File: config.mk
export PLATFORM = sky130hd
export DESIGN_NAME = ws2812b_receiver
export DESIGN_NICKNAME = d
export VERILOG_FILES = /design/src/rtl/ws2812b_pkg.sv /design/src/rtl/ws2812b_sync_edge.sv /design/src/rtl/ws2812b_receiver.sv
export SDC_FILE = /design/constraint.sdc
export NUM_CORES = 1
export LEC_CHECK = 0
export CAP_MARGIN = 10
export CORE_ASPECT_RATIO = 1.5
export CORE_UTILIZATION = 40
export DETAILED_ROUTE_END_ITERATION = 8
export GPL_TIMING_DRIVEN = 0
export HOLD_SLACK_MARGIN = 0.05
export SYNTH_ARGS = -nofsm -noshare
export SYNTH_HDL_FRONTEND = slang
export SYNTH_SLANG_ARGS = --single-unit
File: constraint.sdc
create_clock -name clk -period 3.3 [get_ports clk]
set_input_delay 0.33 -clock clk [delete_from_list [all_inputs] [get_ports clk]]
set_output_delay 0.33 -clock clk [all_outputs]
set_load 0.01 [all_outputs]
File: src/rtl/ws2812b_pkg.sv
// Shared types and default timing for the WS2812B receive and transmit paths.
// The receiver's optional forwarding output is enabled by defining WS2812B_FORWARD_EN.
package ws2812b_pkg;

  localparam int unsigned PIXEL_W          = 24;
  localparam int unsigned BIT_CNT_W        = 5;

  // Nominal bit timing in 100 MHz cycles, shared with the strip driver.
  localparam int unsigned T0H_CYCLES       = 40;
  localparam int unsigned T0L_CYCLES       = 85;
  localparam int unsigned T1H_CYCLES       = 80;
  localparam int unsigned T1L_CYCLES       = 45;
  localparam int unsigned RESET_CYCLES_DEF = 5000;

  typedef enum logic [1:0] {
    IDLE   = 2'd0,
    HIGH   = 2'd1,
    LOW    = 2'd2,
    RESYNC = 2'd3
  } rx_state_e;

  typedef struct packed {
    logic [7:0] g;
    logic [7:0] r;
    logic [7:0] b;
  } grb_pixel_t;

endpackage

File: src/rtl/ws2812b_sync_edge.sv
// Two-flop synchronizer for the asynchronous data line, plus rise/fall detection
// on the synchronized value (edges are combinational, one cycle wide).
module ws2812b_sync_edge (
  input  logic clk,
  input  logic reset,
  input  logic din_i,
  output logic sync_o,
  output logic rise_o_c,
  output logic fall_o_c
);

  logic meta_q;
  logic sync_q;
  logic prev_q;

  always_ff @(posedge clk or posedge reset) begin
    if (reset) begin
      meta_q <= 1'b0;
      sync_q <= 1'b0;
      prev_q <= 1'b0;
    end else begin
      meta_q <= din_i;
      sync_q <= meta_q;
      prev_q <= sync_q;
    end
  end

  assign sync_o   = sync_q;
  assign rise_o_c = sync_q & ~prev_q;
  assign fall_o_c = ~sync_q & prev_q;

endmodule

File: src/rtl/ws2812b_receiver.sv
// WS2812B NRZ receiver: measures each high pulse, rebuilds 24-bit GRB words,
// detects the latch gap, and flags malformed pulses. Pass-through output when
// WS2812B_FORWARD_EN is defined (first pixel of each frame stripped).
module ws2812b_receiver
  import ws2812b_pkg::*;
#(
  parameter int unsigned BIT_THRESH   = 60,
  parameter int unsigned MIN_HIGH     = 20,
  parameter int unsigned MAX_HIGH     = 120,
  parameter int unsigned RESET_CYCLES = RESET_CYCLES_DEF,
  parameter int unsigned INDEX_W      = 8
) (
  input  logic                 clk,
  input  logic                 reset,
  input  logic                 din,
  output logic [PIXEL_W-1:0]   pixelData,
  output logic                 pixelValid,
  output logic [INDEX_W-1:0]   pixelIndex,
  output logic                 frameDone,
  output logic                 bitError,
  output logic                 dout
);

  localparam int unsigned HCNT_W = $clog2(MAX_HIGH + 2);
  localparam int unsigned HLEN_W = HCNT_W + 1;
  localparam int unsigned LCNT_W = $clog2(RESET_CYCLES + 1);

  logic din_sync;
  logic din_rise_c;
  logic din_fall_c;

  ws2812b_sync_edge u_sync (
    .clk      (clk),
    .reset    (reset),
    .din_i    (din),
    .sync_o   (din_sync),
    .rise_o_c (din_rise_c),
    .fall_o_c (din_fall_c)
  );

  rx_state_e              state_q, state_d;
  logic [HCNT_W-1:0]      hcnt_q, hcnt_d;
  logic [LCNT_W-1:0]      lcnt_q, lcnt_d;
  logic [BIT_CNT_W-1:0]   bcnt_q, bcnt_d;
  logic [PIXEL_W-1:0]     shift_q, shift_d;
  logic [INDEX_W-1:0]     idx_q, idx_d;
  grb_pixel_t             pix_q, pix_d;
  logic [INDEX_W-1:0]     pindex_q, pindex_d;
  logic                   pvalid_q, pvalid_d;
  logic                   fdone_q, fdone_d;
  logic                   berr_q, berr_d;

  // Pulse width includes the cycle on which the fall is seen.
  logic [HLEN_W-1:0]      high_len;
  logic                   pulse_bad;
  logic                   bit_one;
  logic                   low_done;
  logic [PIXEL_W-1:0]     shift_next;

  assign high_len   = HLEN_W'(hcnt_q) + HLEN_W'(1);
  assign pulse_bad  = (high_len < HLEN_W'(MIN_HIGH)) || (high_len > HLEN_W'(MAX_HIGH));
  assign bit_one    = (high_len >= HLEN_W'(BIT_THRESH));
  assign low_done   = (lcnt_q == LCNT_W'(RESET_CYCLES - 1));
  assign shift_next = {shift_q[PIXEL_W-2:0], bit_one};

  always_ff @(posedge clk or posedge reset) begin
    if (reset) state_q <= IDLE;
    else       state_q <= state_d;
  end

  always_comb begin
    state_d = state_q;
    case (state_q)
      IDLE:    if (din_rise_c) state_d = HIGH;
      HIGH:    if (din_fall_c) state_d = pulse_bad ? RESYNC : LOW;
      LOW: begin
        if (din_rise_c)    state_d = HIGH;
        else if (low_done) state_d = IDLE;
      end
      RESYNC:  if (!din_sync && low_done) state_d = IDLE;
      default: state_d = IDLE;
    endcase
  end

  always_comb begin
    hcnt_d   = hcnt_q;
    lcnt_d   = lcnt_q;
    bcnt_d   = bcnt_q;
    shift_d  = shift_q;
    idx_d    = idx_q;
    pix_d    = pix_q;
    pindex_d = pindex_q;
    pvalid_d = 1'b0;
    fdone_d  = 1'b0;
    berr_d   = 1'b0;
    case (state_q)
      IDLE: begin
        if (din_rise_c) hcnt_d = '0;
      end
      HIGH: begin
        if (din_fall_c) begin
          lcnt_d = '0;
          if (pulse_bad) begin
            berr_d  = 1'b1;
            bcnt_d  = '0;
            shift_d = '0;
          end else if (bcnt_q == BIT_CNT_W'(PIXEL_W - 1)) begin
            // 24th bit: publish the word with the index it belongs to
            bcnt_d   = '0;
            shift_d  = '0;
            pix_d    = grb_pixel_t'(shift_next);
            pvalid_d = 1'b1;
            pindex_d = idx_q;
            idx_d    = (&idx_q) ? idx_q : idx_q + INDEX_W'(1);
          end else begin
            bcnt_d  = bcnt_q + BIT_CNT_W'(1);
            shift_d = shift_next;
          end
        end else if (hcnt_q != HCNT_W'(MAX_HIGH + 1)) begin
          hcnt_d = hcnt_q + HCNT_W'(1);
        end
      end
      LOW: begin
        if (din_rise_c) begin
          hcnt_d = '0;
        end else if (low_done) begin
          fdone_d  = 1'b1;
          bcnt_d   = '0;
          shift_d  = '0;
          idx_d    = '0;
          pindex_d = '0;
        end else begin
          lcnt_d = lcnt_q + LCNT_W'(1);
        end
      end
      RESYNC: begin
        if (din_sync)       lcnt_d = '0;
        else if (!low_done) lcnt_d = lcnt_q + LCNT_W'(1);
      end
      default: ;
    endcase
  end

  always_ff @(posedge clk or posedge reset) begin
    if (reset) begin
      hcnt_q   <= '0;
      lcnt_q   <= '0;
      bcnt_q   <= '0;
      shift_q  <= '0;
      idx_q    <= '0;
      pix_q    <= '0;
      pindex_q <= '0;
      pvalid_q <= 1'b0;
      fdone_q  <= 1'b0;
      berr_q   <= 1'b0;
    end else begin
      hcnt_q   <= hcnt_d;
      lcnt_q   <= lcnt_d;
      bcnt_q   <= bcnt_d;
      shift_q  <= shift_d;
      idx_q    <= idx_d;
      pix_q    <= pix_d;
      pindex_q <= pindex_d;
      pvalid_q <= pvalid_d;
      fdone_q  <= fdone_d;
      berr_q   <= berr_d;
    end
  end

  assign pixelData  = pix_q;
  assign pixelValid = pvalid_q;
  assign pixelIndex = pindex_q;
  assign frameDone  = fdone_q;
  assign bitError   = berr_q;

`ifdef WS2812B_FORWARD_EN
  // Pass decision is taken at each rise and held for the whole pulse.
  logic pass_q, pass_d;
  logic fwd_q, fwd_d;

  always_comb begin
    pass_d = pass_q;
    if (din_rise_c) pass_d = (idx_q != '0) && (state_q != RESYNC);
    fwd_d = din_sync & pass_d;
  end

  always_ff @(posedge clk or posedge reset) begin
    if (reset) begin
      pass_q <= 1'b0;
      fwd_q  <= 1'b0;
    end else begin
      pass_q <= pass_d;
      fwd_q  <= fwd_d;
    end
  end

  assign dout = fwd_q;
`else
  assign dout = 1'b0;
`endif

endmodule

==> results.sh, run 1 <==
export IMPL_n_antenna_cell=0
export IMPL_io_buffers=37
export IMPL_cts_tree="done"
export IMPL_die_w_um=88.2
export IMPL_die_height_um=131
export IMPL_synth_nets=393
export IMPL_clk_latency_ps=340
export IMPL_period_share_pct=78.7
export IMPL_clock_sinks=96
export IMPL_dieArea_um2=11600
export IMPL_synth_edf_count=0
export IMPL_ys_seq_elements=96
export IMPL_grt_max_degree=62
export IMPL_r2r_setup_slack_ps=700
export IMPL_yosysWarnings=0
export IMPL_ir_worst_vdd_mv=0.343
export IMPL_rsz0062_at_grt="false"
export IMPL_final_cells=584
export IMPL_slew_viol_final=0
export IMPL_fmax_mhz=385
export IMPL_wirelength_um=9110
export IMPL_yosys_top_cells_area="dfrtp_1 54%, a22o_1 6.9%, mux2_4 6.4%"
export IMPL_start_util_pct=41.7
export IMPL_vias=3195
export IMPL_post_cts_setup_buffers=0
export IMPL_path_max_fanout=10
export IMPL_clockBufferDepth=2
export IMPL_synth_top_area_share_pct=53.8
export IMPL_hold_viol=0
export IMPL_dpl_hpwl_um=6400
export IMPL_yosysUniqueCellTypes=54
export IMPL_wire_per_inst_um=15.6
export IMPL_path_clk_slew_ps=60
export IMPL_hp_class="reg -> reg"
export IMPL_fill_cells=997
export IMPL_endpoint_kind="flop"
export IMPL_synth_ff_type="dfrtp_1"
export IMPL_crit_start="hcnt_q[0]"
export IMPL_reg2reg_from="hcnt_q[0]"
export IMPL_synth_seq_area_share_pct=53.8
export IMPL_dpl_cell_count=567
export IMPL_syn_inst=385
export IMPL_drc=0
export IMPL_required_ps=3520
export IMPL_maxCapViolations=0
export IMPL_final_layout_size_suffix_gt1_share_pct=16.6
export IMPL_hold_path_startpoint="u_sync.meta_q"
export IMPL_grt_total_usage_pct=17.5
export IMPL_netlist_area_um2=4460
export IMPL_grt_pass1_wl_um=15900
export IMPL_yosys_area_top_type="dfrtp_1"
export IMPL_avgSynthCellArea_um2=11.6
export IMPL_overflow=0
export IMPL_viasPerCell=5.47
export IMPL_finClkSkew_ps=6.52
export IMPL_place_congestion=0.815
export IMPL_rows=46
export IMPL_cp_start_kind="flop"
export IMPL_cts_made_buffers=9
export IMPL_final_core_util_pct=49.7
export IMPL_period_needed_ps=2600
export IMPL_finalSetupViolCount=0
export IMPL_root_buffer="clkbuf_16"
export IMPL_grt_antenna_before_repair=0
export IMPL_power_density_nw_per_um2=456
export IMPL_hold_buffers=0
export IMPL_grt_pass1_vias=3203
export IMPL_antenna_left=0
export IMPL_synthArstFlopShare_pct=100
export IMPL_power_leakage_nw=2.40
export IMPL_first_pass_iters=4
export IMPL_fp_coreArea_um2=10700
export IMPL_fin_nets=443
export IMPL_drt_iter0_drc=184
export IMPL_status="complete, no violations"
export IMPL_h_tree_depth=3
export IMPL_cts_resized=0
export IMPL_area_growth_pct=19.3
export IMPL_crit_type="reg -> reg"
export IMPL_io_pins=39
export IMPL_arrival_ps=2820
-- synth_stat cells, types with 2 or more instances --
| library cell | count |
|---|---|
| nor3_1 | 2 |
| a22o_1 | 35 |
| nand2_1 | 30 |
| buf_6 | 4 |
| or2_2 | 2 |
| o21ai_0 | 18 |
| a211oi_1 | 3 |
| and4_1 | 2 |
| inv_1 | 8 |
| nor2b_1 | 5 |
| clkbuf_1 | 5 |
| xnor2_1 | 3 |
| dfrtp_1 | 96 |
| nor4b_2 | 2 |
| and3_1 | 5 |
| a21boi_0 | 2 |
| a21o_1 | 5 |
| nor2_1 | 19 |
| buf_2 | 11 |
| nand3_1 | 25 |
| nand4_1 | 2 |
| nand4b_1 | 4 |
| mux2_4 | 19 |
| xor2_1 | 5 |
| or3_1 | 5 |
| buf_4 | 3 |
| nand2b_1 | 3 |
| a21oi_1 | 13 |
| ha_1 | 5 |
| o211ai_1 | 7 |
| a31oi_1 | 3 |
| mux2_2 | 6 |
| o41ai_1 | 7 |
-- final timing paths --
check                                end  cells past startpoint
hold / removal             u_sync.sync_o                      0
max in group asynchronous   pixelData[2]                      3
setup / recovery            pixelData[0]                     11
hold reg to reg            u_sync.sync_o                      0
min in group asynchronous     pixelValid                      2
setup reg to reg            pixelData[0]                     11
-- through the flow --
stage / cell area (um^2) / power, mW / hold slack [ps] / worst slack, ps / TNS (ps)
after global routing: 5320 / 2.55 / 371 / 540 / 0
after floorplan: 4460 / 1.42 / 331 / 465 / 0
final: 5320 / 2.43 / 353 / 703 / 0
after global placement: 5010 / 1.47 / 334 / -1080 / -103140
after CTS: 5320 / 2.46 / 352 / 727 / 0
after detailed placement: 5040 / 1.48 / 337 / 738 / 0
-- layout make-up --
type / instances / area [um^2] / area share [%]
clock buffers: 11 / 243 / 4.56
flip-flops and latches: 96 / 2400 / 45.1
clock inverters: 5 / 31.3 / 0.588
plain buffers: 24 / 146 / 2.75
repair buffers: 39 / 403 / 7.57
well taps: 144 / 180 / 3.39
inverters: 9 / 38.8 / 0.729
multi-input cells: 256 / 1880 / 35.3
-- power by group --
group	internal [mW]	total (mW)	leakage (nW)	switching, mW
clock network	0.531	0.970	0.136	0.439
registers	1.21	1.24	1.32	0.0368
logic	0.0725	0.215	0.949	0.143
total	1.81	2.43	2.40	0.619
-- cell usage in the layout, fill, tap and decap left out, types with 4 or more instances in the layout --
master            n
a22o_1           35
mux2_4           19
a21oi_1          13
o41ai_1           7
or3_1             5
ha_1              5
buf_6             4
inv_1             7
o211ai_1          7
nand2_1          30
nand3_1          25
nor2_1           19
clkbuf_16         9
nand4b_1          4
dfrtp_1          96
xor2_1            5
and3_1            5
nor2b_1           5
clkbuf_1          6
mux2_2            6
clkdlybuf4s50_1  37
o21ai_0          18
buf_2            11
a21o_1            5
-- metal layers --
| layer | up-vias | GRT usage, % | wire length [um] |
|---|---|---|---|
| met2 | 40 | 30.3 | 4790 |
| li1 | 1516 | - | - |
| met4 | 0 | 4.84 | 101 |
| met5 | - | 0 | 0 |
| met1 | 1628 | 21.5 | 4000 |
| met3 | 11 | 3.58 | 219 |
-- kinds of logic after synthesis --
family	share of synthesized area [%]
and+or+nand+nor	13.8
AOI/OAI and AO/OA	17.3
DFF	53.8
buffers and inverters	4.09
muxes	7.91
xor gates and xnor gates	1.57
adders and majority gates	1.40
other	0.0840
-- registers in the layout (all words and copies together), names as in the netlist --
signal         flops
pixelIndex         8
hcnt_q             7
frameDone          1
pixelValid         1
u_sync.sync_o      1
u_sync.meta_q      1
bitError           1
u_sync.prev_q      1
pixelData         24
bcnt_q             5
lcnt_q            13
idx_q              8
state_q            2
shift_q           23
-- worst max-delay path, stage by stage (launching register included) --
cell and delay (ps):
dfrtp_1 480, ha_1 230, buf_4 180, nand2_1 80, o311ai_2 250, o2bb2ai_2 220, nand2_1 140, or2_1 240
buf_6 140, inv_4 70, buf_6 150, mux2_4 300
No activity file was read; power rests on OpenSTA's default activity.
==> run 2: changes to the inputs <==
==> constraint.sdc (replaced) <==
create_clock -name clk -period 2.4 [get_ports clk]
set_input_delay 0.24 -clock clk [delete_from_list [all_inputs] [get_ports clk]]
set_output_delay 0.24 -clock clk [all_outputs]
set_load 0.01 [all_outputs]
==> results.sh, run 2 (same netlist as run 1, synthesis figures left out) <==
export IMPL_status="complete, no violations"
export IMPL_pre_cts_ws_ps=-185
export IMPL_grt_total_usage_pct=16.9
export IMPL_rsz0062_at_grt="true"
export IMPL_arrival_ps=2580
export IMPL_layout_common_cells="94 x dfrtp_1, 37 x clkdlybuf4s50_1, 35 x a22o_1"
export IMPL_r2r_end="pixelIndex[2]"
export IMPL_fin_nets=454
export IMPL_path_clk_slew_ps=60
export IMPL_area_growth_pct=25.1
export IMPL_viasPerCell=5.36
export IMPL_fmax_mhz=425
export IMPL_p_total_mw=3.64
export IMPL_hold_buffers=0
export IMPL_finalSetupViolCount=0
export IMPL_period_share_pct=98.1
export IMPL_slew_viol_final=0
export IMPL_drc=0
export IMPL_place_congestion=0.854
export IMPL_die_w_um=88.2
export IMPL_rows=46
export IMPL_multiInputGateArea_um2=1950
export IMPL_hold_viol=0
export IMPL_crit_type="reg -> reg"
export IMPL_endpoint_kind="flop"
export IMPL_r2r_setup_slack_ps=50
export IMPL_sequentialPowerShare_pct=46.9
export IMPL_placed_area_um2=5060
export IMPL_final_cells=595
export IMPL_fp_coreArea_um2=10700
export IMPL_hold_ws_ps=266
export IMPL_p_comb_share_pct=11.0
export IMPL_required_ps=2620
export IMPL_grt_pass1_wl_um=15200
export IMPL_largest_reg_flops=24
export IMPL_final_common_cell="dfrtp_1"
export IMPL_vias=3190
export IMPL_start_util_pct=41.7
export IMPL_internal_power_mw=2.75
export IMPL_n_antenna_cell=0
export IMPL_grt_antenna_before_repair=0
export IMPL_rr_worst_depth=11
export IMPL_power_density_nw_per_um2=651
export IMPL_io_buffers=37
export IMPL_clk_latency_ps=340
export IMPL_final_layout_size_suffix_gt1_share_pct=20.6
export IMPL_dpl_hpwl_um=6220
export IMPL_swShare_pct=24.3
export IMPL_clock_sinks=96
export IMPL_finalInstanceArea_um2=5580
export IMPL_cp_start_kind="flop"
export IMPL_crit_chain="buf_4, and2_1, nor4b_2, o2bb2ai_2, nand2_1, or2_1, buf_6, inv_8, buf_8, buf_12, a22o_1"
export IMPL_root_buffer="clkbuf_16"
export IMPL_reg2reg_from="hcnt_q[0]"
export IMPL_overflow=0
export IMPL_dpl_cell_count=568
export IMPL_hp_class="in -> async"
export IMPL_dieArea_um2=11600
export IMPL_cts_made_buffers=9
export IMPL_die_height_um=131
export IMPL_slowest_stage="dfrtp_2"
export IMPL_clockBufferDepth=2
export IMPL_grt_pass1_vias=3134
export IMPL_first_pass_iters=4
export IMPL_antenna_left=0
export IMPL_path_max_fanout=6
export IMPL_p_switching_mw=0.883
export IMPL_setup_ws_ps=45.4
export IMPL_pwr_share_clk_pct=42.0
export IMPL_io_pins=39
export IMPL_power_leakage_nw=2.50
export IMPL_grt_max_degree=43
export IMPL_period_needed_ps=2350
export IMPL_h_tree_depth=3
export IMPL_fill_cells=991
export IMPL_ir_worst_vdd_mv=0.353
export IMPL_maxCapViolations=0
export IMPL_wirelength_um=9300
export IMPL_wire_per_inst_um=15.6
export IMPL_cts_tree="done"
export IMPL_max_stage_delay_ps=440
export IMPL_finClkSkew_ps=9.71
export IMPL_regArea_um2=2400
export IMPL_drt_iter0_drc=115
## run 2: changes by cell type in the layout (fill, tap and decap cells not counted), sizes merged
cell / previous run / this run
buf: 19 / 29
bufinv: 0 / 1
clkbuf: 18 / 21
clkinv: 3 / 0
clkinvlp: 1 / 2
inv: 10 / 9
## run 2: through the flow
stage | setup TNS, ps | util [%]
after detailed placement | -3280 | 47.2
after global placement | -1230 | 46.9
final | 0 | 52.1
after floorplan | 0 | -
after global routing | -797 | 52.1
after CTS | 0 | 50.7
## run 2: layout make-up
type,instances,area share (%)
sequential,96,43.1
multi-input combinational,256,34.9
timing repair buffer,50,9.33
clock buffer,13,5.02
tap,144,3.23
buffer,24,2.78
clock inverter,3,0.829
inverter,9,0.807
## run 2: how the worst max path moves through the flow
stage / start / end / slack (ps) / depth (start not counted)
6_report: hcnt_q[0] / pixelIndex[2] / 50 / 11
5_1_grt: hcnt_q[0] / pixelIndex[4] / -60 / 11
4_1_cts: hcnt_q[0] / pixelData[0] / 3 / 11
3_5_place_dp: hcnt_q[0] / pixelData[0] / -180 / 11
3_3_place_gp: hcnt_q[0] / pixelData[0] / -140 / 11
2_1_floorplan: hcnt_q[0] / pixelData[0] / 120 / 11
## run 2: worst max-delay path: cells and delay by family (launching register included)
family / cells / cell delay (ps)
flip-flops: 1 / 440
buffers and inverters: 5 / 590
AO/OA/AOI/OAI: 2 / 360
AND/OR/NAND/NOR: 4 / 830
## run 2: what timing repair did
action                     CTS  global route
setup endpoints to repair   44            41
setup buffers                5             4
gates cloned                 0             1
pin swaps                    1             4
resized for setup            2            16
## run 2: layer usage
metal / routed length, um / vias to the layer above / GRT usage (%)
met2: 4990 / 48 / 28.8
met1: 4020 / 1588 / 20.8
met4: 106 / 0 / 5.91
li1: - / 1546 / -
met5: 0 / - / 0
met3: 180 / 8 / 3.20
## run 2: power by group through the flow
| stage | Clock [mW] | Combinational, mW | Sequential (mW) |
|---|---|---|---|
| floorplan | 0 | 0.223 | 1.73 |
| global placement | 0 | 0.281 | 1.74 |
| detailed placement | 0 | 0.299 | 1.74 |
| CTS | 1.57 | 0.357 | 1.70 |
| global route | 1.63 | 0.448 | 1.71 |
| finish | 1.53 | 0.402 | 1.71 |
